<file path="config.mk">
export PLATFORM = sky130hd
export DESIGN_NAME = sargantana_icache_ifill
export DESIGN_NICKNAME = d
export VERILOG_FILES = /design/src/rtl/sargantana_icache_pkg.sv /design/src/rtl/sargantana_icache_ifill.sv
export SDC_FILE = /design/constraint.sdc
export NUM_CORES = 1
export LEC_CHECK = 0
export CORE_AREA = 4 4 295 297
export CTS_CLUSTER_SIZE = 25
export DETAILED_ROUTE_END_ITERATION = 12
export DIE_AREA = 0 0 299 301
export HOLD_SLACK_MARGIN = 0.02
export PLACE_DENSITY = 0.55
export SYNTH_ARGS = -nofsm -noshare
export SYNTH_HDL_FRONTEND = slang
export SYNTH_SLANG_ARGS = --single-unit
export TNS_END_PERCENT = 50
</file>
<file path="constraint.sdc">
create_clock -name clk_i -period 7.4 [get_ports clk_i]
set_input_delay 1.48 -clock clk_i [delete_from_list [all_inputs] [get_ports clk_i]]
set_output_delay 1.48 -clock clk_i [all_outputs]
set_load 0.03 [all_outputs]
</file>
<file path="src/rtl/sargantana_icache_pkg.sv">
// Shared icache types and constants.
// Line geometry, L2 beat geometry and address field widths live here.
// The icache<->ifill request/response structs are also defined here.
// The fill FSM state enum is defined here as well.
package sargantana_icache_pkg;

    localparam int unsigned PHY_ADDR_SIZE       = 40;
    localparam int unsigned SET_WIDHT           = 512;  // one cache line, in bits
    localparam int unsigned ICACHE_OFFSET_WIDTH = 6;    // 64-byte line
    localparam int unsigned ICACHE_INDEX_WIDTH  = 12;
    localparam int unsigned ICACHE_N_WAY        = 4;
    localparam int unsigned WAY_WIDTH           = $clog2(ICACHE_N_WAY);
    localparam int unsigned L2_BEAT_WIDTH       = 128;
    localparam int unsigned L2_N_BEATS          = SET_WIDHT / L2_BEAT_WIDTH;

    typedef enum logic [1:0] {
        IDLE = 2'd0,
        REQ  = 2'd1,
        FILL = 2'd2,
        DONE = 2'd3
    } ifill_state_t;

    typedef struct packed {
        logic                          valid;
        logic [WAY_WIDTH-1:0]          way;
        logic [PHY_ADDR_SIZE-1:0]      paddr;
    } ifill_req_o_t;

    typedef struct packed {
        logic                          valid;
        logic [ICACHE_INDEX_WIDTH-1:0] paddr;
    } icache_inv_t;

    typedef struct packed {
        logic                          valid;
        logic                          ack;
        logic [SET_WIDHT-1:0]          data;
        logic [1:0]                    beat;
        icache_inv_t                   inv;
    } ifill_resp_i_t;

endpackage

</file>
<file path="src/rtl/sargantana_icache_ifill.sv">
// Icache line-fill engine.
// It accepts one fill request from the icache and issues a single line read to L2.
// It assembles the returned beats, which may arrive in any order, into a full line.
// The finished line is handed back to the icache as a one-cycle valid pulse.
// Invalidation requests are forwarded to the icache one cycle later.
//
// Ports:
//   clk_i, rstn_i         clock, synchronous active-low reset
//   ifill_req_i           fill request (valid, way, paddr)
//   ifill_resp_o          fill response (valid, ack, data, beat, inv)
//   l2_req_valid_o/ready_i, l2_req_paddr_o   line-aligned read request to L2
//   l2_resp_valid_i/beat_i/data_i            L2 data beats
//   inv_valid_i, inv_paddr_i                 external invalidation
//
// state | meaning
// IDLE  | waiting for a fill request
// REQ   | L2 request outstanding, waiting for ready
// FILL  | collecting beats until every beat has been seen
// DONE  | line delivered (resp valid high), returning to IDLE
module sargantana_icache_ifill
    import sargantana_icache_pkg::*;
#(
    parameter int unsigned BEAT_WIDTH = L2_BEAT_WIDTH,
    parameter int unsigned N_BEATS    = SET_WIDHT / BEAT_WIDTH
) (
    input  logic                          clk_i,
    input  logic                          rstn_i,
    input  ifill_req_o_t                  ifill_req_i,
    output ifill_resp_i_t                 ifill_resp_o,
    output logic                          l2_req_valid_o,
    input  logic                          l2_req_ready_i,
    output logic [PHY_ADDR_SIZE-1:0]      l2_req_paddr_o,
    input  logic                          l2_resp_valid_i,
    input  logic [1:0]                    l2_resp_beat_i,
    input  logic [BEAT_WIDTH-1:0]         l2_resp_data_i,
    input  logic                          inv_valid_i,
    input  logic [ICACHE_INDEX_WIDTH-1:0] inv_paddr_i
);

    ifill_state_t             state_q;
    logic                     ack_q;
    logic                     valid_q;
    logic                     l2_req_valid_q;
    icache_inv_t              inv_q;
    logic [PHY_ADDR_SIZE-1:0] paddr_q;
    logic [WAY_WIDTH-1:0]     way_q;
    logic [SET_WIDHT-1:0]     line_q;
    logic [N_BEATS-1:0]       mask_q;
    logic [N_BEATS-1:0]       beat_onehot;
    logic [N_BEATS-1:0]       mask_nxt;

    always_comb begin
        beat_onehot = '0;
        beat_onehot[l2_resp_beat_i] = 1'b1;
        mask_nxt = mask_q | beat_onehot;
    end

    always_ff @(posedge clk_i) begin
        if (!rstn_i) begin
            state_q        <= IDLE;
            mask_q         <= '0;
            ack_q          <= 1'b0;
            valid_q        <= 1'b0;
            l2_req_valid_q <= 1'b0;
            inv_q.valid    <= 1'b0;
        end else begin
            ack_q       <= 1'b0;
            valid_q     <= 1'b0;
            inv_q.valid <= inv_valid_i;
            inv_q.paddr <= inv_paddr_i;

            case (state_q)
                IDLE: begin
                    if (ifill_req_i.valid) begin
                        paddr_q        <= {ifill_req_i.paddr[PHY_ADDR_SIZE-1:ICACHE_OFFSET_WIDTH],
                                           {ICACHE_OFFSET_WIDTH{1'b0}}};
                        way_q          <= ifill_req_i.way;
                        ack_q          <= 1'b1;
                        l2_req_valid_q <= 1'b1;
                        state_q        <= REQ;
                    end
                end
                REQ: begin
                    if (l2_req_ready_i) begin
                        l2_req_valid_q <= 1'b0;
                        state_q        <= FILL;
                    end
                end
                FILL: begin
                    if (l2_resp_valid_i) begin
                        line_q[int'(l2_resp_beat_i)*BEAT_WIDTH +: BEAT_WIDTH] <= l2_resp_data_i;
                        mask_q <= mask_nxt;
                        // valid is raised together with the DONE transition so it
                        // is high exactly while the FSM sits in DONE.
                        if (&mask_nxt) begin
                            valid_q <= 1'b1;
                            state_q <= DONE;
                        end
                    end
                end
                DONE: begin
                    mask_q  <= '0;
                    state_q <= IDLE;
                end
                default: state_q <= IDLE;
            endcase
        end
    end

    always_comb begin
        ifill_resp_o       = '0;
        ifill_resp_o.valid = valid_q;
        ifill_resp_o.ack   = ack_q;
        ifill_resp_o.data  = line_q;
        ifill_resp_o.beat  = 2'(N_BEATS - 1);
        ifill_resp_o.inv   = inv_q;
    end

    assign l2_req_valid_o = l2_req_valid_q;
    assign l2_req_paddr_o = paddr_q;

    // The way is captured for the tag-write path owned by the icache. The
    // offset bits of the request address are discarded by line alignment.
    logic unused_bits;
    assign unused_bits = ^{way_q, ifill_req_i.paddr[ICACHE_OFFSET_WIDTH-1:0]};

endmodule

</file>
==> impl_metrics.ini <==
[detailed_routing]
routed_via_count = 12750
detailedRoute.firstIterationViolations = 703
avgRoutedWirePerCell_um = 21.9
detail-route-antenna-nets = 0
drt_drc_violations_left = 0
route.detailed.vias_per_inst = 4.02
dr.pass1.iters = 5
wirelength_um = 69400

[logic_synthesis]
netlist.area_leader.share_pct = 80.0
synth_seq_cells = 568
syn_avg_cell_area_sq_um = 17.4
synthDistinctLibCells = 27
post-synth-top-area-cell = sky130_fd_sc_hd__edfxtp_1
yosysWarnings = 0
yosys-top-cells-area = sky130_fd_sc_hd__edfxtp_1 80%, sky130_fd_sc_hd__and2_1 15%, sky130_fd_sc_hd__dfxtp_1 0.96%
postSynthCellCount = 1206
seq_area_frac_synth_pct = 81.0
synthesis.area_sq_um = 20900

[finish]
layout-drive-gt1-share_pct = 6.02
areaGrowthSynthToFinish_pct = 52.2
finish.utilization_pct = 37.7
fill_cells = 7958
nets = 2174

[floorplan]
floorplan.core_area_sq_um = 84600
floorplan.die.height_um = 301
floorplan.die_area_sq_um = 90000
ios = 760
rows = 107
dieWidth_um = 299
start_util_pct = 24.7

[timing]
tns_ns = 0
worst_clock_skew_ns = 0.0237
final.min_clock_period_ns = 4.01
hold_violations = 0
finalMaxSlewViolations = 0
timing.slew.headroom_pct = 16.5
tightestPinTransition_ns = 1.25
final_min_period_over_clock_period_pct = 54.2
rsz0062_at_grt = false
setup_viol = 0
max_clock_freq_ghz = 0.249

[critical_path]
slowest_delay_ns = 0.70
worst_setup_path_start_kind = input pin
setup.worst_path.end_class = flop
critPathKind = in -> reg
crit_path_cells = clkdlybuf4s50_1 > inv_1 > ha_1 > and2_4 > buf_12
cp_data_arrival_time_ns = 4.22
critical-path-slowest-cell = sky130_fd_sc_hd__and2_4
crit_required_ns = 7.61
cp_max_fo = 87

[placed_design]
buffer_ports.inserted = 743
gp_weighted_congestion = 0.806
dp_hpwl_um = 46500

[clock_tree]
clock_latency_ns = 0.60
cts_hold_buffers = 0
clock_path_buffers = 3
cts_resized = 0
cts.root.buffer_cell = sky130_fd_sc_hd__clkbuf_16
tritoncts = done
htree_levels = 3
cts_setup_buffers = 0
number_of_buffers_inserted_during_clock_tree_synthesis = 67
worst_setup_hold_path_clk_slew_ns = 0.06
numClockSinks = 568

[global_route]
grt_start_max_net_pins = 129
gr-total-overflow = 0
antenna_found_initial = 8
first_global_vias = 13454
grt_usage_pct = 14.8
grt_pass1_wl_um = 97000

[worst_hold_path]
holdCritPathClass = reg -> reg

[power]
worst_ir_drop_vdd_uv = 248
power_density_nw_per_um2 = 239
power.leakage_nw = 10.9

[status]
run_status = completed

[run]
cap_viol_max_count = 0
synth_stat cells:
master / count
sky130_fd_sc_hd__edfxtp_1: 558
sky130_fd_sc_hd__and2_1: 517
sky130_fd_sc_hd__clkbuf_2: 39
sky130_fd_sc_hd__buf_4: 12
sky130_fd_sc_hd__clkbuf_1: 12
sky130_fd_sc_hd__dfxtp_1: 10
sky130_fd_sc_hd__ha_1: 10
sky130_fd_sc_hd__inv_1: 7
sky130_fd_sc_hd__nor2b_1: 5
sky130_fd_sc_hd__a22oi_1: 4
sky130_fd_sc_hd__and3_1: 4
sky130_fd_sc_hd__buf_2: 4
sky130_fd_sc_hd__nand2_1: 3
sky130_fd_sc_hd__nor3b_2: 3
sky130_fd_sc_hd__a21oi_1: 2
sky130_fd_sc_hd__conb_1: 2
sky130_fd_sc_hd__nor3_1: 2
sky130_fd_sc_hd__o21ai_0: 2
sky130_fd_sc_hd__o22ai_1: 2
sky130_fd_sc_hd__a21boi_0: 1
sky130_fd_sc_hd__a221oi_1: 1
sky130_fd_sc_hd__a32o_1: 1
sky130_fd_sc_hd__nand3_1: 1
sky130_fd_sc_hd__nand4b_1: 1
sky130_fd_sc_hd__nor2_1: 1
sky130_fd_sc_hd__nor3_2: 1
sky130_fd_sc_hd__o31ai_1: 1
final cells by class:
cell class | instances | area (sq um) | share of cell area [%]
Antenna cell | 3 | 7.51 | 0.0236
Clock buffer | 80 | 1730 | 5.42
Clock inverter | 42 | 423 | 1.33
Inverter | 7 | 26.3 | 0.0825
Multi-Input combinational cell | 570 | 3660 | 11.5
Sequential cell | 568 | 17000 | 53.2
Tap cell | 1144 | 1430 | 4.49
Timing Repair Buffer | 760 | 7630 | 23.9
flip-flops by register name, indices dropped and copies added (netlist names):
signal / flops
mask_q: 4
l2_req_valid_o: 1
valid_q: 1
state_q: 2
ifill_resp_o: 13
ack_q: 1
l2_req_paddr_o: 34
line_q: 512
kinds of logic after synthesis:
| logic type | count (synthesis) | share of synthesized area, % |
|---|---|---|
| AND/OR/NAND/NOR | 538 | 16.1 |
| flip-flops | 568 | 81.0 |
| buffers and inverters | 74 | 1.80 |
| adder cells (fa/ha/maj) | 10 | 0.598 |
| other | 2 | 0.0359 |
| AO/OA/AOI/OAI | 14 | 0.460 |
metal layers:
layer	vias up	global-route usage (%)	share of wire (%)
met4	6	6.05	3.6
met2	548	25.7	51
met5	-	0	0.059
li1	5767	-	-
met1	6295	16.3	36
met3	134	5.53	9.2
where the power goes:
part           internal [W]  switching, W
Clock               0.00187       0.00137
Combinational      0.000292      0.000419
Sequential          0.00363     0.0000277
through the flow:
| step | cells | worst slack, ns | total power (W) | hold WS, ns | cell area [sq um] |
|---|---|---|---|---|---|
| 2_1_floorplan | 1212 | 2.00 | 0.00408 | 0.441 | 21000 |
| 3_3_place_gp | 3049 | 2.75 | 0.00443 | 0.486 | 29700 |
| 5_1_grt | 3174 | 3.27 | 0.00791 | 0.520 | 31900 |
| 6_report | 3174 | 3.39 | 0.00760 | 0.476 | 31900 |
| 3_5_place_dp | 3049 | 2.71 | 0.00445 | 0.468 | 29700 |
| 4_1_cts | 3171 | 3.36 | 0.00773 | 0.475 | 31900 |
critical path, delay by kind of cell:
kind | cells | cell delay, ns
buffers and inverters | 3 | 1.44
and+or+nand+nor | 1 | 0.70
adders and majority gates | 1 | 0.48
final timing paths:
kind | from | endpoint | slack (ns) | cells after the start
setup / recovery | l2_resp_beat_i[0] | line_q[80] | 3.39 | 5
hold reg to reg | mask_q[0] | mask_q[0] | 0.48 | 2
setup reg to reg | state_q[0] | line_q[80] | 4.72 | 5
hold / removal | mask_q[0] | mask_q[0] | 0.48 | 2
placed cells by master (no fill, tap or decap), drive strengths merged, types with 2 or more instances in the layout:
cell type	synthesis	final
buf	16	17
and3	4	4
nor2b	5	5
ha	10	10
and2	517	517
clkbuf	51	80
a21oi	2	2
a22oi	4	4
bufinv	0	5
conb	2	8
nand2	3	3
edfxtp	558	558
diode	0	3
o21ai	2	2
clkdlybuf4s50	0	743
clkinvlp	0	2
nor3	3	3
inv	7	15
clkinv	0	27
o22ai	2	2
nor3b	3	3
dfxtp	10	10
(Power assumes the default switching activity.)
